**src/rtl/practice_3.sv**
```systemverilog
// practice_3 -- four independent 4-bit counters sharing one clock, reset and enable.
//
// Parameters
//   C3_MAX   terminal value of the modulo counter oC3 (legal 1..15)
//
// Ports
//   iClk     system clock, every state update happens on its rising edge
//   iRst     asynchronous active-low reset, overrides everything
//   E_Count  synchronous active-high count enable shared by all counters
//   oC1      binary up-counter        0,1,...,15,0,...
//   oC2      binary down-counter      15,14,...,0,15,...
//   oC3      modulo up-counter        0,1,...,C3_MAX,0,...
//   oC4      Johnson twisted-ring     0000,1000,1100,1110,1111,0111,0011,0001,...
//
// Every output is a flop; no input reaches an output combinationally.
module practice_3 #(
  parameter int unsigned C3_MAX = 9
) (
  input  logic       iClk,
  input  logic       iRst,
  input  logic       E_Count,
  output logic [3:0] oC1,
  output logic [3:0] oC2,
  output logic [3:0] oC3,
  output logic [3:0] oC4
);

  localparam logic [3:0] C3_TOP = 4'(C3_MAX);

  logic       johnValid;
  logic [3:0] johnNext;

  // Binary up-counter; natural 4-bit overflow gives the 15 -> 0 wrap.
  always_ff @(posedge iClk or negedge iRst) begin
    if (!iRst) begin
      oC1 <= 4'd0;
    end else if (E_Count) begin
      oC1 <= oC1 + 4'd1;
    end
  end

  // Binary down-counter; natural 4-bit underflow gives the 0 -> 15 wrap.
  always_ff @(posedge iClk or negedge iRst) begin
    if (!iRst) begin
      oC2 <= 4'hF;
    end else if (E_Count) begin
      oC2 <= oC2 - 4'd1;
    end
  end

  // Modulo counter. Using >= rather than == means any out-of-range value
  // (which can only appear through an upset) recovers to 0 on the next step.
  always_ff @(posedge iClk or negedge iRst) begin
    if (!iRst) begin
      oC3 <= 4'd0;
    end else if (E_Count) begin
      if (oC3 >= C3_TOP) begin
        oC3 <= 4'd0;
      end else begin
        oC3 <= oC3 + 4'd1;
      end
    end
  end

  // Only eight of the sixteen codes belong to the Johnson ring; a stray code
  // would otherwise circulate forever in a parasitic loop, so it is forced
  // back onto the ring at 1000.
  always_comb begin
    johnValid = 1'b0;
    case (oC4)
      4'b0000, 4'b1000, 4'b1100, 4'b1110,
      4'b1111, 4'b0111, 4'b0011, 4'b0001: johnValid = 1'b1;
      default:                             johnValid = 1'b0;
    endcase
    johnNext = johnValid ? {~oC4[0], oC4[3:1]} : 4'b1000;
  end

  // Johnson counter register.
  always_ff @(posedge iClk or negedge iRst) begin
    if (!iRst) begin
      oC4 <= 4'b0000;
    end else if (E_Count) begin
      oC4 <= johnNext;
    end
  end

endmodule

```
**config.mk**
```make
export PLATFORM = sky130hd
export DESIGN_NAME = practice_3
export DESIGN_NICKNAME = d
export VERILOG_FILES = /design/src/rtl/practice_3.sv
export SDC_FILE = /design/constraint.sdc
export NUM_CORES = 1
export LEC_CHECK = 0
export ABC_AREA = 1
export CAP_MARGIN = 40
export CORE_ASPECT_RATIO = 0.9
export CORE_MARGIN = 3
export CORE_UTILIZATION = 40
export CTS_BUF_LIST = sky130_fd_sc_hd__clkbuf_8
export DETAILED_ROUTE_END_ITERATION = 8
export HOLD_SLACK_MARGIN = 0.03
export PLACE_DENSITY = 0.77
export SLEW_MARGIN = 20
export SYNTH_ARGS = -nofsm -noshare
export SYNTH_HDL_FRONTEND = slang
export SYNTH_SLANG_ARGS = --single-unit
```
**constraint.sdc**
```tcl
create_clock -name iClk -period 1.2 [get_ports iClk]
set_input_delay 0.18 -clock iClk [delete_from_list [all_inputs] [get_ports iClk]]
set_output_delay 0.18 -clock iClk [all_outputs]
set_load 0.1 [all_outputs]
```
==> results of run 1 <==
-- critical path: stages, from the launching register on --
cell and delay [ns]:
sky130_fd_sc_hd__dfstp_4 0.62, sky130_fd_sc_hd__buf_6 0.10, sky130_fd_sc_hd__buf_12 0.16
-- per-stage QoR --
stage,instances,hold slack (ns),util
floorplan,88,-0.116,-
global placement,134,0.497,0.708
detailed placement,134,0.507,0.708
CTS,141,0.249,0.754
global route,145,0.253,0.805
finish,145,0.247,0.805
-- metal layers --
layer | routed length (um) | vias up | global-route usage
met2 | 1200 | 20 | 0.278
met3 | 117 | 5 | 0.0613
met1 | 926 | 332 | 0.207
li1 | - | 334 | -
met4 | 40 | 0 | 0.0809
met5 | 0 | - | 0
-- cell type report --
cell class	count	area, um2
clock buffers	4	55.1
fillers	97	348
inverters	14	55.1
multi-input cells	56	403
flip-flops and latches	16	443
well taps	24	30.0
repair buffers	31	453
-- synth_stat cells --
master	instances	area [um2]
sky130_fd_sc_hd__nor2_1	4	15.0
sky130_fd_sc_hd__buf_4	1	7.51
sky130_fd_sc_hd__o21ai_0	4	20.0
sky130_fd_sc_hd__o21ai_1	3	15.0
sky130_fd_sc_hd__ha_1	5	62.6
sky130_fd_sc_hd__nand3_1	7	35.0
sky130_fd_sc_hd__nor2_4	1	11.3
sky130_fd_sc_hd__inv_1	14	52.6
sky130_fd_sc_hd__xor2_1	4	35.0
sky130_fd_sc_hd__dfstp_2	4	105
sky130_fd_sc_hd__nand2_4	1	11.3
sky130_fd_sc_hd__xnor2_1	4	35.0
sky130_fd_sc_hd__dfrtp_1	12	300
sky130_fd_sc_hd__nand2_1	22	82.6
sky130_fd_sc_hd__nand4_1	1	6.26
sky130_fd_sc_hd__buf_6	1	11.3
-- what timing repair did --
action / CTS / global route
hold endpoints to repair: 0 / 0
endpoints found under the setup margin: 5 / 9
pin swaps: 2 / 8
setup buffers: 4 / 4
hold buffers: 0 / 0
resized for setup: 2 / 17
gates cloned: 0 / 0
-- state kept, by name, summed over array words and instances, names as in the netlist --
register	flops
oC1	4
oC2	4
oC3	4
oC4	4
-- worst min path at each step --
| stage | from | end | slack, ns | depth (start not counted) |
|---|---|---|---|---|
| after floorplan | iRst | oC1[2] | -0.12 | 0 |
| after global placement | oC2[3] | oC2[3] | 0.50 | 1 |
| after detailed placement | oC2[3] | oC2[3] | 0.51 | 1 |
| after CTS | iRst | oC3[3] | 0.25 | 2 |
| after global routing | iRst | oC3[0] | 0.25 | 2 |
| final | iRst | oC3[2] | 0.25 | 2 |
-- cells by family (layout without fill, tap and decap cells) --
family | Yosys count | count (layout)
compound gates | 7 | 7
xor+xnor | 8 | 8
fa+ha+maj | 5 | 5
buf+inv | 16 | 49
flops | 16 | 16
simple gates | 36 | 36
==> impl_results.md, run 1 <==
- Max Slew Vio Count: 0
- Gr usage total: 0.175
- Antenna diode instance count: 0
- First DRT Iteration DRCs: 8
- Cell Area, Synth: 806 um2
- Count of cell types in the netlist: 16
- Total Neg Setup Slack: -0.421 ns
- Placed wire-length estimate: 1.36 mm
- Worst path required time: 1.02 ns
- DRT antenna net count: 0
- Worst path arrival time: 1.14 ns
- Fraction of the yosys area taken by sequential cells: 0.503
- Routed vias: 691
- Post-detailed-placement cell area: 1260 um2
- Area growth from synthesis to layout: 78.6%
- Launching element type of the critical path: flop
- Die height: 48.6 um
- Final wirelength: 2.29 mm
- Number of levels in the clock H-tree: 1
- Number of detailed-routing iterations run before antenna repair: 4
- Outcome: finished with violations
- Fin worst setup slack: -0.120 ns
- Max Buffers Root-to-Sink: 2
- Commonest non-fill, non-tap cell in the layout: sky130_fd_sc_hd__nand2_1
- Port buffer count: 18
- Worst-path fanout max: 2
- Max-capacitance violation count: 0
- Number of antenna violations at the first check in global routing: 0
- Post-synthesis register bit count: 16
- Post-route minimum period: 1.32 ns
- Slew @ Worst Pin: 0.336 ns
- Violations in the final reports: setup timing
- Cell at the root of the clock tree: sky130_fd_sc_hd__clkbuf_8
- Share of synthesized area spent on multiplexers: 0
- Boundary Pins: 19
- Clock network latency to the later pin of the worst-skew pair: 0.25 ns
- RR Startpoint: oC3[1]
- Summed area of non-filler cells in the final layout: 1440 um2
- Pin count of the biggest net entering global routing: 17
- Register-to-register path setup slack: -0.07 ns
- Crit. Startpoint: oC2[0]
- Clock Pin Slew Worst Setup and Hold Paths: 0.06 ns
- Number of instances in the synthesized netlist: 88
- Synthesized-area fraction occupied by adder cells: 0.0776
- Die boundary width: 53.3 um
- Highest achievable clock rate: 0.757 GHz
- Post-place setup slack: -0.139 ns
- RSZ-0062 raised after global routing: true
- Worst reg2reg endpoint: oC3[2]
- Final net count: 130
- Xor and xnor fraction of the mapped netlist area: 0.0870
- TritonCTS clock tree: built
- Total congestion overflow after global routing: 0
- Row cnt: 14
- Setup crit end kind: output port
- Final weighted congestion of routability-driven global placement: 0.683
- Synth Net Count: 96
- Area of the die: 2590 um2
- Most used cells in the layout excluding fill and tap cells: sky130_fd_sc_hd__nand2_1 (19), sky130_fd_sc_hd__buf_12 (16), sky130_fd_sc_hd__inv_1 (10), sky130_fd_sc_hd__buf_4 (9)
- Crit path kind: flop to output port
- Worst Setup EP: oC2[0]
- Layout cell share with drive strength beyond 1: 0.570
- Avg Synthesized Cell Area: 9.16 um2
- First-pass GRT wire length: 3.27 mm
- Core region area: 1790 um2
- Number of clock buffers inserted by TritonCTS: 3
- Total DRC errors in the routed layout: 0
- Post-route clock period utilization: 1.10
- Count of endpoints failing setup in the final report: 8
- Via count of the first global-routing pass: 713
- Hold crit path type: input pin to asynchronous set/reset pin
- Total of warnings raised by yosys: 0
- Average wire per standard cell: 15.8 um
- Clk sinks: 16
- Average vias per placed instance: 4.77
- Length in cells of the worst reg-to-reg path: 6
- Post-synthesis share of cell area spent on and, or, nand and nor gates: 0.200
- Skew final: 0.00107 ns
- Combinational family with the most area after synthesis: simple AND/OR/NAND/NOR gates
- Initial core utilization: 0.451
- Tightest slew margin relative to the limit: 0.776
- Complex-gate fraction of the synthesized area: 0.0435
- Count of final hold-check violations: 0
Power of run 1 is left out: the tool's default activity adds up to more than one toggle a clock period on the data nets, which glitch-free logic cannot reach.
==> run 2: changes to the inputs <==
- HOLD_SLACK_MARGIN: 0.03 -> 0.12
==> results of run 2 <==
Same layout as run 1: the final DEF is identical, and so are final timing and power.
Power of run 2 is left out for the same reason.
